## src/rtl/mem_port_arbiter.sv

```systemverilog
// Shared memory port sequencer for fetch and data stages: IDLE -> ISSUE -> WAIT -> RESP.
// Define MEM_PORT_ARB_RR_EN for round-robin arbitration; default is data-over-fetch priority.
module mem_port_arbiter #(
    parameter int ADDR_W      = 8,
    parameter int DATA_W      = 8,
    parameter int MEM_LATENCY = 1
) (
    input  logic              clock,
    input  logic              reset,
    input  logic              if_req,
    input  logic [ADDR_W-1:0] if_addr,
    output logic              if_grant,
    output logic              if_valid,
    output logic [DATA_W-1:0] if_rdata,
    input  logic              d_req,
    input  logic              d_we,
    input  logic [ADDR_W-1:0] d_addr,
    input  logic [DATA_W-1:0] d_wdata,
    output logic              d_grant,
    output logic              d_valid,
    output logic [DATA_W-1:0] d_rdata,
    output logic [ADDR_W-1:0] mem_addr,
    output logic [DATA_W-1:0] mem_wdata,
    output logic              mem_re,
    output logic              mem_we,
    input  logic [DATA_W-1:0] mem_rdata,
    output logic              busy
);

    localparam logic [1:0] S_IDLE  = 2'd0;
    localparam logic [1:0] S_ISSUE = 2'd1;
    localparam logic [1:0] S_WAIT  = 2'd2;
    localparam logic [1:0] S_RESP  = 2'd3;

    localparam int              CNT_W    = 4;
    localparam logic [CNT_W-1:0] CNT_LOAD = CNT_W'(MEM_LATENCY);

    logic [1:0]        state_q, state_d;
    logic [CNT_W-1:0]  cnt_q, cnt_d;
    logic              owner_q, owner_d;
    logic [ADDR_W-1:0] addr_q, addr_d;
    logic [DATA_W-1:0] wdata_q, wdata_d;
    logic              we_q, we_d;
    logic [DATA_W-1:0] if_rdata_q, if_rdata_d;
    logic [DATA_W-1:0] d_rdata_q, d_rdata_d;
    logic              pick_data;
    logic              grant_any;

`ifdef MEM_PORT_ARB_RR_EN
    logic              last_q, last_d;

    // On a tie the port that lost the previous grant goes first (last_q=1 means data won last).
    assign pick_data = d_req && (!if_req || !last_q);

    always_comb begin
        last_d = last_q;
        if (grant_any) begin
            last_d = pick_data;
        end
    end

    always_ff @(posedge clock) begin
        if (reset) begin
            last_q <= 1'b0;
        end else begin
            last_q <= last_d;
        end
    end
`else
    // The data stage holds the older instruction, so it always wins a tie.
    assign pick_data = d_req;
`endif

    assign grant_any = (state_q == S_IDLE) && !reset && (if_req || d_req);
    assign d_grant   = grant_any && pick_data;
    assign if_grant  = grant_any && !pick_data;

    always_comb begin
        state_d    = state_q;
        cnt_d      = cnt_q;
        owner_d    = owner_q;
        addr_d     = addr_q;
        wdata_d    = wdata_q;
        we_d       = we_q;
        if_rdata_d = if_rdata_q;
        d_rdata_d  = d_rdata_q;
        case (state_q)
            S_IDLE: begin
                if (grant_any) begin
                    owner_d = pick_data;
                    addr_d  = pick_data ? d_addr : if_addr;
                    wdata_d = pick_data ? d_wdata : '0;
                    we_d    = pick_data && d_we;
                    state_d = S_ISSUE;
                end
            end
            S_ISSUE: begin
                cnt_d   = CNT_LOAD;
                state_d = S_WAIT;
            end
            S_WAIT: begin
                cnt_d = cnt_q - 1'b1;
                if (cnt_q == 1) begin
                    if (!we_q) begin
                        if (owner_q) begin
                            d_rdata_d = mem_rdata;
                        end else begin
                            if_rdata_d = mem_rdata;
                        end
                    end
                    state_d = S_RESP;
                end
            end
            S_RESP: begin
                state_d = S_IDLE;
            end
            default: begin
                state_d = S_IDLE;
            end
        endcase
    end

    always_ff @(posedge clock) begin
        if (reset) begin
            state_q    <= S_IDLE;
            cnt_q      <= '0;
            owner_q    <= 1'b0;
            addr_q     <= '0;
            wdata_q    <= '0;
            we_q       <= 1'b0;
            if_rdata_q <= '0;
            d_rdata_q  <= '0;
        end else begin
            state_q    <= state_d;
            cnt_q      <= cnt_d;
            owner_q    <= owner_d;
            addr_q     <= addr_d;
            wdata_q    <= wdata_d;
            we_q       <= we_d;
            if_rdata_q <= if_rdata_d;
            d_rdata_q  <= d_rdata_d;
        end
    end

    assign mem_addr  = addr_q;
    assign mem_wdata = wdata_q;
    assign mem_re    = (state_q == S_ISSUE) && !we_q;
    assign mem_we    = (state_q == S_ISSUE) && we_q;
    assign busy      = (state_q != S_IDLE);
    assign if_valid  = (state_q == S_RESP) && !owner_q;
    assign d_valid   = (state_q == S_RESP) && owner_q;
    assign if_rdata  = if_rdata_q;
    assign d_rdata   = d_rdata_q;

endmodule

```

## config.mk

```make
export PLATFORM = sky130hd
export DESIGN_NAME = mem_port_arbiter
export DESIGN_NICKNAME = d
export VERILOG_FILES = /design/src/rtl/mem_port_arbiter.sv
export SDC_FILE = /design/constraint.sdc
export NUM_CORES = 1
export LEC_CHECK = 0
export CAP_MARGIN = 0
export CORE_ASPECT_RATIO = 0.8
export CORE_MARGIN = 1.5
export CORE_UTILIZATION = 37
export DETAILED_ROUTE_END_ITERATION = 8
export PLACE_DENSITY = 0.76
export SETUP_SLACK_MARGIN = 0.2
export SYNTH_ARGS = -nofsm -noshare
export SYNTH_HDL_FRONTEND = slang
export SYNTH_SLANG_ARGS = --single-unit
```

## constraint.sdc

```tcl
create_clock -name clock -period 1.6 [get_ports clock]
set_input_delay 0.16 -clock clock [delete_from_list [all_inputs] [get_ports clock]]
set_output_delay 0.16 -clock clock [all_outputs]
set_load 0.005 [all_outputs]
```

## Word level (Yosys, flattened, before mapping)

Index checks and enable logic that the tools add are counted.

| storage, ports and cells | value |
|---|---|
| register bits | 40 |
| input port bits | 37 |

| cells by class | value |
|---|---|
| add/subtract/negate cells | 1 |
| equality and inequality tests | 6 |
| multiplexer cells | 6 |
| bitwise gates (word level) | 2 |
| reductions and logical operators | 21 |

Operators by type and width:

| kind | number |
|---|---|
| 8-bit 2-to-1 mux | 2 |
| 1-bit logical AND | 9 |
| 2-bit case mux with 4 select lines | 1 |
| 4-bit case mux with 2 select lines | 1 |
| 4-bit AND reduction | 2 |
| 2-bit == test (second input constant) | 2 |
| 4-bit by 1-bit == test with 1-bit output (second input constant) | 1 |
| 1-bit logical NOT | 4 |
| 2-bit 2-to-1 mux | 2 |
| 2-bit != test (second input constant) | 2 |
| 2-bit AND reduction | 2 |
| 2-bit nonzero test | 2 |
| 4-bit by 1-bit subtractor with 4-bit output (second input constant) | 1 |
| 2-bit by 1-bit == test with 1-bit output (second input constant) | 1 |
| 2-bit logical NOT | 1 |
| 1-bit inverter | 2 |
| 1-bit logical OR | 1 |

## Logic depth before layout (Yosys ltp)

| logic depth | value |
|---|---|
| depth in word-level cells | 5 |
| mapped depth | 7 |
| gate-level depth less buffers | 6 |

## Least setup slack after synthesis

OpenSTA, ideal clock, no wires.

| timing path | value |
|---|---|
| kind | register to register |
| from | register cnt_q[0] |
| to | register d_rdata_q[0] (netlist: d_rdata[0]) |
| data arrival time | 1656 ps |
| required time | 1472 ps |
| setup slack | -184 ps |
| cell stages (with the launch flop) | 7 |
| buffers on the path | 1 |
| period minus slack after synthesis | 1784 ps |
| cells stage by stage | dfxtp_1 -> ha_1 -> or3b_4 -> or4_1 -> buf_2 -> mux2i_1 -> nor2_1 |

| between the ends | value |
|---|---|
| longest elaborated chain between the ends | 2 |

RTL lines:

| item | RTL line | text |
|---|---|---|
| from (decl) | 39 | `logic [CNT_W-1:0] cnt_q, cnt_d;` |
| from (signal assigned) | 135 | `cnt_q <= cnt_d;` |
| 4-bit by 1-bit == test with 1-bit output | 103 | `if (cnt_q == 1) begin` |
| 4-bit AND reduction (no line) | - |  |
| to (signal assigned) | 141 | `d_rdata_q <= d_rdata_d;` |
| to (decl) | 45 | `logic [DATA_W-1:0] d_rdata_q, d_rdata_d;` |

No other way between the ends.
A chain may end at the register's enable or synchronous reset.

## Final worst setup path

| timing path | value |
|---|---|
| from | register cnt_q[1] |
| to | register d_rdata_q[0] (netlist: d_rdata[0]) |

Same word-level chain as after synthesis.

==> run_results.csv <==
group,metric,value,unit
sta,finalCriticalPeriod,1749,ps
sta,rsz0062_at_grt,"true",
floorplan,die_area,4940,um^2
grt,grt_pass1_vias,1637,
drt,wl_met3,376,um
run,cap_violations,0,
place,dp_slack,-185.1,ps
logic_synthesis,synth_ff_type,"dfxtp_1",
logic_synthesis,ys_seq_area_share,47.83,%
power,p_int,2.702,mW
floorplan,die_h,63.17,um
sta,setup_violations,16,
drt,first_pass_iters,4,
logic_synthesis,ys_seq_elements,40,
critical_path,r2r-end,"d_rdata[0]",
logic_synthesis,yosysWarnings,0,
final_layout,syn_to_final_growth,83.56,%
logic_synthesis,post-synth-top-count-cell,"dfxtp_1",
grt,grt_util_all_layers,19.55,%
sta,fin_skew,3.160,ps
floorplan,num_rows,21,
logic_synthesis,yosys.area.top_type,"dfxtp_1",
drt,vias,1708,
cts,tritoncts,"yes",
power,clkPwrFrac,22.2,%
sta,layout_setup_ws,-149.5,ps
logic_synthesis,synth.distinct_cells,26,
drt,drc,0,
power,seqPwrFrac,31.4,%
logic_synthesis,yosysTopAreaCellShare,47.83,%
final_layout,seqCellArea,808.3,um^2
drt,drt_iter0_drc,80,
power,vdd_ir_drop_max,701.0,uV
drt,totalWireLength,5009,um
final_layout,filler_cell_count,339,
cts,cts_root_buf,"clkbuf_8",
logic_synthesis,async_reset_ff_share,0,%
logic_synthesis,synth_area,1674,um^2
logic_synthesis,synth_edf_count,0,
drt,wl_met1,2331,um
power,p_leak,1.246,nW
grt,grt_max_degree,22,
drt,route.top_layer_used,"met4",
floorplan,core,4257,um^2
floorplan,io_pins,76,
sta,slew_viol_final,0,
min_path,min_path_type,"reg2reg",
cts,insertion_delay,300,ps
logic_synthesis,syn_nets,232,
drt,drtAntennaViolNets,0,
logic_synthesis,syn_avg_cell_area,8.858,um^2
power,p_sw_share,31.54,%
final_layout,drive_gt1_share,29.59,%
sta,worst_slew_pin_slew,327.2,ps
critical_path,startpoint,"cnt_q[1]",
critical_path,path_max_fanout,8,
critical_path,cp.arrival,1940,ps
cts,cts_buffer_depth,2,
power,switching_power,1.245,mW
critical_path,rrSetupSlack,-150,ps
critical_path,start_kind,"flip-flop",
final_layout,multiInputGateArea,979.7,um^2
drt,via_per_inst,4.866,
critical_path,end_kind,"flip-flop",
final_layout,fin_nets,336,
drt,wl_per_cell,14.27,um
place,gp_congestion,0.7856,
sta,hold_viol,0,
logic_synthesis,synthTopCellsByArea,"dfxtp_1, mux2i_1, nor2_1",
floorplan,initial_core_util,39.33,%
critical_path,r2r-start,"cnt_q[1]",
sta,finalCritPeriodShare,109.3,%
critical_path,reg2regPathDepth,6,
cts,cts_max_level,2,
grt,grt-ovfl-total,0,
sta,maxSlewHeadroom,78.15,%
power,combinationalPowerShare,46.4,%
drt,wl_met2,2243,um
power,power_density,1284,nW/um^2
critical_path,worst-setup-path-type,"reg2reg",
floorplan,die_x,78.21,um
run_status,status,"finished with violations",
place,numPortBuffers,75,
cts,cts_sinks,40,
grt,grt_pass1_wl,7569,um
sta,fin_hold_ws,499.9,ps
critical_path,endpoint,"d_rdata[0]",
grt,grt_antenna_before_repair,0,
final_layout,num_antenna_cells,0,
logic_synthesis,ys_top_cells_by_count,"dfxtp_1, nor2_1, nand2_1",
cts,cts_buffers,5,
cts,path_clk_slew,80,ps
logic_synthesis,synthCells,189,
critical_path,cp.required,1790,ps
place,dp_hpwl,3166,um
sta,fmax,0.5716,GHz
run_status,violations,"negative setup slack",
[cell families (layout without fill, tap and decap cells)]
| kind of cell | Yosys count | in the layout | share of synthesized area [%] |
|---|---|---|---|
| buffers and inverters | 20 | 125 | 4.634 |
| AO/OA/AOI/OAI | 35 | 35 | 13.83 |
| adder cells (fa/ha/maj) | 6 | 6 | 4.484 |
| AND/OR/NAND/NOR | 71 | 71 | 19.06 |
| multiplexers | 17 | 17 | 10.16 |
| flip-flops | 40 | 40 | 47.83 |
[routing by layer]
layer	track usage, %	up-vias
li1	-	845
met1	25.87	797
met2	29.02	61
met3	7.101	5
met4	7.366	0
met5	0	-
[final cells by class]
cell class | instances | area share, %
clock inverter | 2 | 1.262
multi-input combinational | 129 | 31.88
inverter | 9 | 1.181
timing repair buffer | 108 | 34.36
clock buffer | 6 | 2.687
sequential | 40 | 26.30
tap | 57 | 2.321
[critical path: stages (launching register included)]
cell and delay, ps:
dfxtp_2 330, inv_2 60, ha_4 110, or3b_4 360
or4_4 530, mux2i_1 190, nor2_1 60
[through the flow]
stage          setup TNS [ps]  power [mW]  util [%]  instance area [um^2]  std cells
2_1_floorplan           -2163       1.816         -                  1687        189
3_3_place_gp            -1782       2.459     61.90                  2635        332
3_5_place_dp            -2662       2.480     61.90                  2635        332
4_1_cts                 -2101       3.718     69.17                  2944        348
5_1_grt                 -3358       4.167     72.19                  3073        351
6_report                -2090       3.947     72.19                  3073        351
[power by group through the flow]
stage / logic [mW] / registers [mW] / clock network [mW]
floorplan: 0.574 / 1.24 / 0
global placement: 1.24 / 1.22 / 0
detailed placement: 1.26 / 1.22 / 0
CTS: 1.60 / 1.23 / 0.893
global route: 1.97 / 1.26 / 0.945
finish: 1.83 / 1.24 / 0.875
[what timing repair did]
action,in CTS,in global routing
pin swaps,20,14
setup buffers,5,2
gates resized for setup,63,24
hold buffers,0,0
cloned,3,1
hold endpoints to repair,0,0
endpoints found under the setup margin,43,43
[flip-flops by register name, summed over array words and instances, names as in the netlist]
| register | cells |
|---|---|
| mem_addr | 8 |
| d_rdata | 8 |
| owner_q | 1 |
| cnt_q | 4 |
| state_q | 2 |
| mem_wdata | 8 |
| if_rdata | 8 |
| we_q | 1 |
[worst min path at each step]
stage / start / to / slack, ps / cells after the start
2_1_floorplan: mem_rdata[0] / d_rdata[0] / 300 / 2
3_3_place_gp: state_q[1] / state_q[1] / 460 / 2
3_5_place_dp: state_q[1] / state_q[1] / 480 / 2
4_1_cts: d_wdata[3] / mem_wdata[3] / 480 / 3
5_1_grt: state_q[1] / state_q[1] / 500 / 2
6_report: state_q[1] / state_q[1] / 500 / 2
[layout by cell type (no fill, tap or decap), drive strengths merged, types with 2 or more instances in the layout]
cell            n
buf            38
mux2i          17
a21oi           3
clkbuf          8
clkdlybuf4s50  68
a22oi          17
o21ai          11
ha              6
inv             9
dfxtp          40
nor2           39
and2            2
nand2          20
nor2b           2
(Power assumes the default switching activity.)
